File: src/rtl/updi_phy_responder.sv
// UPDI-style half-duplex PHY: 12-bit frames at one bit per clk, 4-deep RX FIFO.
// Define UPDI_BREAK_DET_EN to enable line-break detection (R_BREAK state).
module updi_phy_responder (
  input  logic       clk,
  input  logic       rst,
  input  logic       rxd,
  output logic       txd,
  output logic [7:0] rx_data,
  output logic       rx_valid,
  input  logic       rx_ready,
  input  logic [7:0] tx_data,
  input  logic       tx_valid,
  output logic       tx_ready,
  input  logic       err_clr,
  output logic       parity_err,
  output logic       frame_err,
  output logic       ovf_err,
  output logic       break_det
);

  localparam logic [2:0] R_IDLE  = 3'd0;
  localparam logic [2:0] R_DATA  = 3'd1;
  localparam logic [2:0] R_PAR   = 3'd2;
  localparam logic [2:0] R_STOP1 = 3'd3;
  localparam logic [2:0] R_STOP2 = 3'd4;
`ifdef UPDI_BREAK_DET_EN
  localparam logic [2:0] R_BREAK = 3'd5;
`endif

  localparam logic [0:0] T_IDLE  = 1'b0;
  localparam logic [0:0] T_SHIFT = 1'b1;

  logic [2:0]  r_rx_st;
  logic [2:0]  r_bit_cnt;
  logic [7:0]  r_rx_sh;
  logic        r_par;
  logic        r_stop1;

  logic [0:0]  r_tx_st;
  logic [10:0] r_tx_sh;
  logic [3:0]  r_tx_cnt;
  logic        r_txd;

  logic [7:0]  r_mem [4];
  logic [1:0]  r_wp;
  logic [1:0]  r_rp;
  logic [2:0]  r_cnt;

  logic        r_perr;
  logic        r_ferr;
  logic        r_oerr;

  logic        w_brk;
  logic        w_lowrun;
  logic        w_pend_fire;
  logic        w_eval;
  logic        w_stop_bad;
  logic        w_par_bad;
  logic        w_good;
  logic        w_pop;
  logic        w_push;
  logic        w_ovf;
  logic        w_tx_go;

`ifdef UPDI_BREAK_DET_EN
  logic [4:0]  r_lo;
  logic        r_pend;
  logic        r_brk;

  assign w_brk = !rxd && (r_lo == 5'd23) && (r_rx_st != R_BREAK);
  // An all-low frame may be the front of a break; hold its error until rxd rises.
  assign w_lowrun    = (r_lo >= 5'd11) && !rxd;
  assign w_pend_fire = r_pend && rxd;
  assign break_det   = r_brk;

  always_ff @(posedge clk) begin
    if (!rst) begin
      r_lo   <= 5'd0;
      r_pend <= 1'b0;
      r_brk  <= 1'b0;
    end else begin
      r_brk <= w_brk;
      if (rxd)
        r_lo <= 5'd0;
      else if (r_lo != 5'd24)
        r_lo <= r_lo + 5'd1;
      if (w_brk)
        r_pend <= 1'b0;
      else if (w_eval && w_stop_bad && w_lowrun)
        r_pend <= 1'b1;
      else if (rxd)
        r_pend <= 1'b0;
    end
  end
`else
  assign w_brk       = 1'b0;
  assign w_lowrun    = 1'b0;
  assign w_pend_fire = 1'b0;
  assign break_det   = 1'b0;
`endif

  assign w_eval     = (r_rx_st == R_STOP2) && !w_brk;
  assign w_stop_bad = !r_stop1 || !rxd;
  assign w_par_bad  = r_par != ^r_rx_sh;
  assign w_good     = w_eval && !w_stop_bad && !w_par_bad;

  assign rx_valid = r_cnt != 3'd0;
  assign rx_data  = r_mem[r_rp];
  assign w_pop    = rx_ready && rx_valid;
  assign w_push   = w_good && ((r_cnt != 3'd4) || w_pop);
  assign w_ovf    = w_good && (r_cnt == 3'd4) && !w_pop;

  assign tx_ready = (r_tx_st == T_IDLE) && (r_rx_st == R_IDLE) && rxd;
  assign w_tx_go  = tx_valid && tx_ready;
  assign txd      = r_txd;

  assign parity_err = r_perr;
  assign frame_err  = r_ferr;
  assign ovf_err    = r_oerr;

  always_ff @(posedge clk) begin
    if (!rst) begin
      r_rx_st   <= R_IDLE;
      r_bit_cnt <= 3'd0;
      r_rx_sh   <= 8'd0;
      r_par     <= 1'b0;
      r_stop1   <= 1'b0;
    end else if (w_brk) begin
`ifdef UPDI_BREAK_DET_EN
      r_rx_st <= R_BREAK;
`endif
    end else begin
      case (r_rx_st)
        R_IDLE: begin
          if (!rxd && (r_tx_st == T_IDLE)) begin
            r_rx_st   <= R_DATA;
            r_bit_cnt <= 3'd0;
          end
        end
        R_DATA: begin
          r_rx_sh   <= {rxd, r_rx_sh[7:1]};
          r_bit_cnt <= r_bit_cnt + 3'd1;
          if (r_bit_cnt == 3'd7)
            r_rx_st <= R_PAR;
        end
        R_PAR: begin
          r_par   <= rxd;
          r_rx_st <= R_STOP1;
        end
        R_STOP1: begin
          r_stop1 <= rxd;
          r_rx_st <= R_STOP2;
        end
        R_STOP2: r_rx_st <= R_IDLE;
`ifdef UPDI_BREAK_DET_EN
        R_BREAK: if (rxd) r_rx_st <= R_IDLE;
`endif
        default: r_rx_st <= R_IDLE;
      endcase
    end
  end

  always_ff @(posedge clk) begin
    if (!rst) begin
      for (int i = 0; i < 4; i++)
        r_mem[i] <= 8'd0;
      r_wp  <= 2'd0;
      r_rp  <= 2'd0;
      r_cnt <= 3'd0;
    end else if (w_brk) begin
      r_wp  <= 2'd0;
      r_rp  <= 2'd0;
      r_cnt <= 3'd0;
    end else begin
      if (w_push) begin
        r_mem[r_wp] <= r_rx_sh;
        r_wp        <= r_wp + 2'd1;
      end
      if (w_pop)
        r_rp <= r_rp + 2'd1;
      r_cnt <= r_cnt + {2'b0, w_push} - {2'b0, w_pop};
    end
  end

  // Set beats clear when both land in the same cycle.
  always_ff @(posedge clk) begin
    if (!rst) begin
      r_perr <= 1'b0;
      r_ferr <= 1'b0;
      r_oerr <= 1'b0;
    end else begin
      r_perr <= (w_eval && !w_stop_bad && w_par_bad) || (r_perr && !err_clr);
      r_ferr <= (w_eval && w_stop_bad && !w_lowrun) || w_pend_fire
                || (r_ferr && !err_clr);
      r_oerr <= w_ovf || (r_oerr && !err_clr);
    end
  end

  always_ff @(posedge clk) begin
    if (!rst) begin
      r_tx_st  <= T_IDLE;
      r_tx_sh  <= 11'd0;
      r_tx_cnt <= 4'd0;
      r_txd    <= 1'b1;
    end else if (w_brk) begin
      r_tx_st <= T_IDLE;
      r_txd   <= 1'b1;
    end else begin
      case (r_tx_st)
        T_IDLE: begin
          if (w_tx_go) begin
            r_txd    <= 1'b0;
            r_tx_sh  <= {2'b11, ^tx_data, tx_data};
            r_tx_cnt <= 4'd0;
            r_tx_st  <= T_SHIFT;
          end
        end
        default: begin
          if (r_tx_cnt == 4'd11) begin
            r_txd   <= 1'b1;
            r_tx_st <= T_IDLE;
          end else begin
            r_txd    <= r_tx_sh[0];
            r_tx_sh  <= {1'b0, r_tx_sh[10:1]};
            r_tx_cnt <= r_tx_cnt + 4'd1;
          end
        end
      endcase
    end
  end

endmodule
File: config.mk
export PLATFORM = sky130hd
export DESIGN_NAME = updi_phy_responder
export DESIGN_NICKNAME = d
export VERILOG_FILES = /design/src/rtl/updi_phy_responder.sv
export SDC_FILE = /design/constraint.sdc
export NUM_CORES = 1
export LEC_CHECK = 0
export CORE_MARGIN = 1
export CORE_UTILIZATION = 50
export CTS_CLUSTER_SIZE = 30
export DETAILED_ROUTE_END_ITERATION = 10
export PLACE_DENSITY_LB_ADDON = 0.1
export RECOVER_POWER = 50
export SLEW_MARGIN = 0
export SYNTH_ARGS = -nofsm -noshare
export SYNTH_HDL_FRONTEND = slang
export SYNTH_SLANG_ARGS = --single-unit
File: constraint.sdc
create_clock -name clk -period 3 [get_ports clk]
set_clock_uncertainty 0.05 [all_clocks]
set_input_delay 0.3 -clock clk [delete_from_list [all_inputs] [get_ports clk]]
set_output_delay 0.3 -clock clk [all_outputs]
set_load 0.02 [all_outputs]
==> qor.csv <==
stage,metric,value,unit
timing,setup TNS,0,ns
clock_network,postcts setup bufs,0,
power_and_ir_drop,Comb power frac,19.3,%
timing,period utilization,94.4,%
synthesis,cell taking the most area after synthesis,edfxtp_1,
synthesis,Synth cell types,53,
detailed_routing,vias per inst,5.36,
power_and_ir_drop,maximum vdd drop,0.261,mV
critical_path,CP Cell Sequence,or3b_1 -> nor4b_1 -> mux2_2 -> inv_2 -> ha_1 -> inv_1 -> ha_1 -> inv_1 -> fa_1 -> xor2_1 -> xnor2_1 -> nor2_1,
cells_and_area,"Area growth, synth to finish",14.8,%
synthesis,post-synthesis register bit count,77,
clock_network,CTS Hold Buffers Added,0,
synthesis,"top cells by area, synth","edfxtp_1, dfxtp_1, mux4_2, mux2i_1, nor2_1",
floorplan,Die W,85.6,um
clock_network,clock buffer depth,2,
floorplan,die area,7320,um^2
timing,worst rel slew slack,36.6,%
critical_path,crit path kind,flop to flop,
power_and_ir_drop,Pleak,1.54,nW
detailed_routing,drt wl/cell,14.5,um
cells_and_area,Nets,354,
floorplan,Die H,85.6,um
detailed_routing,Routed WL,6060,um
synthesis,syn avg cell area,11.6,um^2
power_and_ir_drop,Clock power frac,31.2,%
floorplan,FP Rows,30,
place,DP HPWL,4140,um
timing,"Slew Viols, Final",0,
clock_network,Clock Latency Late Sink,0.34,ns
synthesis,Post-Synthesis Cells,300,
critical_path,R2R cell count,12,
clock_network,H-tree Lvls,3,
detailed_routing,DRC viols,0,
critical_path,arrival time at the worst endpoint,2.99,ns
synthesis,number of synthesized flops with an enable pin,32,
power_and_ir_drop,Seq pwr share,49.4,%
cells_and_area,diodes inserted,0,
detailed_routing,number of detailed-route iterations in the first pass,4,
flow_run,Max-Cap Viols,0,
place,# placed instances,403,
hold_path,HP Class,flop to flop,
global_route,initial antenna violation count,0,
global_route,total gr overflow,0,
global_route,largest net degree at the start of global routing,35,
timing,worst hold slack,0.419,ns
power_and_ir_drop,Switching Fraction,27.1,%
place,IO Port Bufs,27,
cells_and_area,share of cells above drive strength 1,11.5,%
timing,fin crit period,2.83,ns
clock_network,Num CTS Buffers,9,
global_route,first-pass GRT wire length,10500,um
detailed_routing,post-route ant nets,0,
cells_and_area,"non-filler cells, final",419,
timing,Max Clk Rate,0.353,GHz
critical_path,Stages on worst setup path,12,
power_and_ir_drop,Int Power,1.83,mW
floorplan,io pins,29,
synthesis,register area share after synthesis,53.3,%
critical_path,CP Launch Type,flop,
clock_network,clock slew at reported path FFs,0.08,ns
timing,setup violators final,0,
clock_network,post-CTS sizing,0,
power_and_ir_drop,Pwr Density,627,nW/um^2
floorplan,Starting Density,51.7,%
critical_path,Critical Path Max Stage Delay,0.44,ns
critical_path,"CP delay by family, top",simple AND/OR/NAND/NOR gates,
critical_path,Worst Setup End Kind,flop,
critical_path,Worst Path Required,3.15,ns
timing,RSZ-0062 raised after global routing,false,
synthesis,syn nets,320,
synthesis,Async SR Flop Fraction,0,%
detailed_routing,Iter 0 DRT Violations,74,
clock_network,clk root buf,clkbuf_8,
critical_path,slowest CP cell,or3b_1,
synthesis,top-area cell type share of the netlist area,27.5,%
run_status,status,completed,
synthesis,synthesis warning total,0,
global_route,vias in the first global route,2221,
synthesis,"Top FF cell, synth",dfxtp_1,
critical_path,Buffers & Inverters on Critical Path,3,
clock_network,Num Clock Sinks,77,
critical_path,critical path peak fanout,10,
timing,Final Hold Fails,0,
clock_network,CTS tree,done,
power_and_ir_drop,Psw,0.682,mW
global_route,GRT Overall Usage,18.8,%
synthesis,synthesized area,3490,um^2
cells_and_area,final core utilization,59.3,%
timing,worst slew pin tran,0.951,ns
floorplan,core area,6760,um^2
place,final weighted congestion in routability-driven placement,0.766,
hold_path,Hold Path Cell Cnt,2,
detailed_routing,Vias,2246,
-- cells by family (layout without fill, tap and decap cells) --
family,Yosys count,count (layout),share of synthesized area [%]
compound gates,36,36,6.63
simple gates,108,108,17.0
xor+xnor,20,20,5.84
mux,27,27,10.7
other cells,1,1,0.107
flops,77,77,53.3
fa+ha+maj,6,6,2.36
buf+inv,25,64,4.05
-- power by group through the flow --
stage | Sequential [mW] | Clock, mW | Combinational (mW)
after floorplan | 1.22 | 0 | 0.391
after global placement | 1.27 | 0 | 0.491
after detailed placement | 1.27 | 0 | 0.501
after CTS | 1.25 | 0.803 | 0.501
after global routing | 1.26 | 0.845 | 0.534
final | 1.24 | 0.785 | 0.486
-- synthesized netlist by cell type (all sizes together) (2+ instances only) --
master and instances:
clkbuf 6, inv 8, buf 11, nor4 2
and3 16, nand2 14, nand3 3, o21ai 10
nor2 40, ha 5, dfxtp 45, and2 18
a22oi 3, nor4b 2, edfxtp 32, or3 2
a211oi 9, mux2 2, a21oi 8, mux4 8
xnor2 12, xor2 6, mux2i 17, nand2b 3
-- cell type report --
type                       count  area, um^2
timing repair buffer          40         350
sequential                    77        1860
tap                           80         100
multi-input combinational    198        1470
clock inverter                 6        60.1
inverter                       8        30.0
clock buffer                  10         138
fill                         596        2750
-- routing by layer --
metal	global-route usage, %	routed length, um	vias to the layer above	share of wire, %
li1	-	-	1130	-
met4	6.36	63	0	1.0
met1	22.5	2820	1075	47
met2	32.1	2980	35	49
met3	6.16	195	6	3.2
met5	0	0	-	0
-- cell usage in the layout (no fill, tap or decap), drive strengths merged, types with 2 or more instances in the layout --
master / instances
inv: 9
nand3: 3
or3: 2
edfxtp: 32
dfxtp: 45
nand2: 14
nand2b: 3
buf: 8
and2: 18
nor4: 2
nor4b: 2
xnor2: 12
a22oi: 3
clkinv: 3
mux2i: 17
ha: 5
mux2: 2
mux4: 8
and3: 16
xor2: 6
nor2: 40
dlygate4sd3: 6
a21oi: 8
a211oi: 9
clkbuf: 15
clkdlybuf4s50: 21
o21ai: 10
-- path summary, 6_finish.rpt --
path / start / endpoint / slack (ns)
worst max-delay path: r_rx_st[0] / r_cnt[2] / 0.17
worst min-delay path: r_tx_sh[10] / r_tx_sh[10] / 0.42
worst max register to register: r_rx_st[0] / r_cnt[2] / 0.17
worst min register to register: r_tx_sh[10] / r_tx_sh[10] / 0.42
-- per-stage QoR --
stage / area [um^2] / power, mW / worst slack, ns
6_report: 4010 / 2.51 / 0.169
2_1_floorplan: 3490 / 1.61 / 0.292
5_1_grt: 4010 / 2.64 / 0.0281
4_1_cts: 4050 / 2.55 / 0.187
3_5_place_dp: 3850 / 1.77 / -0.168
3_3_place_gp: 3850 / 1.76 / -0.0820
-- registers in the layout (all words and copies together) (netlist names), named ones only --
signal and cells:
frame_err 1, ovf_err 1, parity_err 1, r_bit_cnt 3
r_cnt 3, r_mem 32, r_par 1, r_rp 2
r_rx_sh 8, r_rx_st 3, r_stop1 1, r_tx_cnt 4
r_tx_sh 11, r_tx_st 1, r_wp 2, txd 1
-- worst reg2reg max path: stages, from the launching register on --
cell and delay, ns:
dfxtp_1 0.39, or3b_1 0.44, nor4b_1 0.30, mux2_2 0.23, inv_2 0.04, ha_1 0.27, inv_1 0.05, ha_1 0.13
inv_1 0.05, fa_1 0.36, xor2_1 0.17, xnor2_1 0.14, nor2_1 0.06
Note: power is estimated with default switching activity, not from simulation.
==> RTL edit 1 (same settings) <==
Add a define of `UPDI_BREAK_DET_EN`.
--- a/src/rtl/updi_phy_responder.sv
+++ b/src/rtl/updi_phy_responder.sv
@@ -1,5 +1,7 @@
 // UPDI-style half-duplex PHY: 12-bit frames at one bit per clk, 4-deep RX FIFO.
 // Define UPDI_BREAK_DET_EN to enable line-break detection (R_BREAK state).
+`define UPDI_BREAK_DET_EN
+
 module updi_phy_responder (
   input  logic       clk,
   input  logic       rst,
Check against the original RTL: same outputs for any inputs over 10 cycles, from zero or initial values and one cycle with rst low; that may be too few to reach the edited logic, so the function may still have changed.
==> RTL edit 1 against the unedited design <==
- wire length rose by 19%
- sequential cell count increased by 7
- core utilization grew 0.058 points
- final area is 14% higher
- synthesized cell count grew 19%
- largest cell class unchanged
- setup slack improved by 42 ps
- power up 14%
- critical path type unchanged
- synthesized area rose by 13%
- non-clock buffer count is 8 higher
- via count increased by 19%
- sequential share of layout area decreased by 2.6 points
- highest routed layer unchanged
==> RTL edit 1: results (changes against the unedited design) <==
Status - finished clean
Port Buffers - 28 (+3.7%)
Share of layout cells above drive strength 1 - 10.9% (-0.56 points)
Vias/cell - 5.31 (-1.0%)
Global Route Usage Sum - 19.6% (+0.78 points)
Slew HR - 64.5% (+28 points)
Syn_nets - 380 (+19%)
R2R depth - 11 (-1)
Largest net degree at the start of global routing - 31 (-11%)
Number of global-route vias before repair - 2,674 (+20%)
Static leakage - 1.70 nW (+10%)
Fill count - 701 (+18%)
Max IR drop VDD - 348 uV (+33%)
Placer Congestion - 0.805 (+5.1%)
Hold_ws - 412 ps (-7.27 ps)
Sequential area share after synthesis - 50.7% (-2.6 points)
Hold EP - r_bit_cnt[2]
R2R setup slack - 210 ps (+40 ps)
Worst EP arrival - 3000 ps (about the same)
Hold path start - r_bit_cnt[2]
Met1 usage - 23.9% (+1.5 points)
Met3 Use GR - 2.86% (-3.3 points)
Met2 GRT Util - 34.1% (+2.0 points)
First-pass GRT wire length - 12,600 um (+21%)
Final nets - 419 (+18%)
Pre-CTS setup slack - -227 ps (-58.9 ps)
Crit path max fanout - 7 (-3)
Peak per-stage delay on the critical path - 510 ps (+70 ps)
Slowest CP cell - xnor3_1
Mean routed wirelength per cell - 14.3 um (-0.95%)
R2r endpoint - r_cnt[2]
Ranking of synthesized cells by area - dfxtp_1 (26%), edfxtp_1 (24%), mux4_2 (4.6%), and2_1 (4.4%), xnor2_1 (4.4%)
-- RTL edit 1: power by group --
part	total (mW)	leakage, nW	switching [mW]	internal, mW
clock network	0.708	0.0799	0.408	0.300
logic	0.774	0.866	0.381	0.393
registers	1.39	0.754	0.102	1.29
-- RTL edit 1: worst max path at each step --
stage / startpoint / to / slack, ps / depth (start not counted)
2_1_floorplan: r_rx_st[0] / r_cnt[2] / 130 / 13
3_3_place_gp: rxd / r_cnt[2] / -180 / 13
3_5_place_dp: rxd / r_cnt[2] / -230 / 13
4_1_cts: r_rx_st[2] / r_cnt[2] / 110 / 12
5_1_grt: r_rx_st[2] / r_cnt[2] / 10 / 12
6_report: r_rx_sh[4] / r_cnt[2] / 210 / 11
-- RTL edit 1: timing repair --
item,in CTS,in global routing
gates resized for setup,0,1
endpoints found under the setup margin,0,1
hold endpoints to repair,0,0
hold buffers,0,0
-- RTL edit 1: metrics by stage --
step	utilization [%]	instances
2_1_floorplan	-	358
3_3_place_gp	57.5	488
3_5_place_dp	57.5	488
4_1_cts	59.7	504
5_1_grt	59.4	504
6_report	59.4	504
-- RTL edit 1: cell families (layout without fill, tap and decap cells) --
logic type / count (synthesis) / in the layout / synth area share, %
and+or+nand+nor: 131 / 131 / 18.2
AOI/OAI and AO/OA: 47 / 47 / 8.34
xor gates and xnor gates: 27 / 27 / 6.76
muxes: 27 / 27 / 9.74
adders and majority gates: 8 / 8 / 2.73
buffers and inverters: 34 / 78 / 3.52
DFF: 84 / 84 / 50.7
-- RTL edit 1: layer usage --
| metal | wire, um | share of wire, % | up-vias |
|---|---|---|---|
| li1 | - | - | 1347 |
| met1 | 3240 | 45 | 1284 |
| met2 | 3720 | 52 | 33 |
| met3 | 144 | 2.0 | 10 |
| met4 | 110 | 1.5 | 0 |
| met5 | 0 | 0 | - |
-- RTL edit 1: worst max-delay path: cells and delay by family, from the launching register on --
family / cells / cell delay [ps]
xor+xnor: 4 / 1020
fa+ha+maj: 3 / 840
buf+inv: 2 / 100
flops: 1 / 460
mux: 1 / 200
simple gates: 1 / 50
-- RTL edit 1: area by class of cell --
type / instances / area share, %
clock buffers: 10 / 2.80
flip-flops and latches: 84 / 43.8
repair buffers: 48 / 8.96
multi-input cells: 240 / 39.5
inverters: 14 / 1.15
clock inverters: 6 / 0.904
well taps: 102 / 2.80
==> RTL edit 2 (config.mk and constraints unchanged) <==
Without the edit above. Register the output `frame_err` once more, without a reset; this adds one clock of latency there. The other outputs are not delayed to match.
--- a/src/rtl/updi_phy_responder.sv
+++ b/src/rtl/updi_phy_responder.sv
@@ -115,7 +115,9 @@
   assign txd      = r_txd;
 
   assign parity_err = r_perr;
-  assign frame_err  = r_ferr;
+  always_ff @(posedge clk) begin
+    frame_err <= r_ferr;
+  end
   assign ovf_err    = r_oerr;
 
   always_ff @(posedge clk) begin
Behaviour: no difference found for any inputs over 10 cycles, from zero or initial values and one cycle with rst low; that may be too few to reach the edited logic, so the function may still have changed.
==> RTL edit 2 against the unedited design <==
- the flow now finishes with violations (capacitance limit, slew limit)
- synthesized area increased by 0.86%
- setup slack gained 88 ps
- sequential cell count grew 1
- wire length grew 1.5%
- power grew 11%
- final area increased by 3.1%
- core utilization up 1.5 points
- hold slack worse by 100 ps
- clock power is 31% higher
- critical path type unchanged
- largest cell class unchanged
==> RTL edit 2: results (changes against the unedited design) <==
Status - finished, violations left
Failing checks - capacitance limit, slew limit
Slowest CP cell - xnor3_1
Sequential area share after synthesis - 53.4% (+0.11 points)
Non-clock buffer count in the final layout - 39 (-2.5%)
Vias/cell - 5.08 (-5.2%)
Drt initial violations - 102 (+38%)
Top delay family on crit path - XOR/XNOR gates
Final Max Slew Viols - 12 (+12)
Post-Synth Adder-Cell Area - 2.34% (-0.020 points)
Worst EP arrival - 2930 ps (-60 ps)
Post-DP HPWL - 4250 um (+2.7%)
Crit path max fanout - 7 (-3)
Ranking of synthesized cells by area - edfxtp_1 (27%), dfxtp_1 (26%), mux4_2 (5.1%), mux2i_1 (4.8%), and2_1 (4.6%)
Post-synthesis mux area share - 10.9% (+0.23 points)
R2R depth - 11 (-1)
Synth Area in XOR/XNOR - 5.79% (-0.050 points)
Hold depth - 0 (-2)
CTS Sinks - 78 (+1.3%)
Static leakage - 1.53 nW (-0.31%)
Slew HR - -28.1% (-65 points)
H-tree levels - 3 (unchanged)
Mean routed wirelength per cell - 14.1 um (-2.2%)
Yosys cell types - 54 (+1.9%)
Max-cap viol count - 1 (+1)
ClkCell Share - 6.51% (+1.6 points)
Largest net degree at the start of global routing - 23 (-34%)
Global Route Usage Sum - 18.9% (+0.058 points)
Fraction of area in multi-input gates - 36.1% (-0.56 points)
Compound-Gate Fraction of Synth Area - 6.71% (+0.086 points)
NonClk Buf Share - 8.26% (-0.48 points)
Sw Pwr - 695 uW (+1.9%)
Sequential share of cell area - 45.5% (-0.92 points)
Placer Congestion - 0.726 (-5.2%)
Peak per-stage delay on the critical path - 490 ps (+50 ps)
Clock share of power - 37.2% (+6.0 points)
Fill count - 573 (-3.9%)
Post-synth top cells - dfxtp_1 (46), nor2_1 (40), edfxtp_1 (32)
## RTL edit 2: changes by cell type in the layout (fill, tap and decap cells not counted), sizes merged, moves of 2 or more
cell    change
o21ai       +2
bufinv      +3
and2        +8
and3        -8
## RTL edit 2: routing by layer
layer  vias up  part of all wire, %  GRT usage (%)
met5         -                    0              0
met4         0                  1.4           6.36
met3         7                  3.2           5.29
met2        33                   49           31.9
met1      1042                   46           23.2
li1       1129                    -              -
## RTL edit 2: through the flow
stage               setup slack [ps]  cell area, um^2  hold WS [ps]  instances  TNS, ps
floorplan                        266             3520           282        300        0
global route                    18.2             4130           322        435        0
detailed placement              -108             3910           305        419     -108
global placement               -51.1             3910           306        419    -51.1
finish                           256             4130           316        435        0
CTS                              231             4180           317        435        0
## RTL edit 2: worst paths after layout
path	from	end	slack (ps)
setup / recovery	r_rx_sh[7]	r_cnt[2]	260
hold / removal	r_ferr	frame_err	320
hold reg to reg	r_ferr	frame_err	320
setup reg to reg	r_rx_sh[7]	r_cnt[2]	260
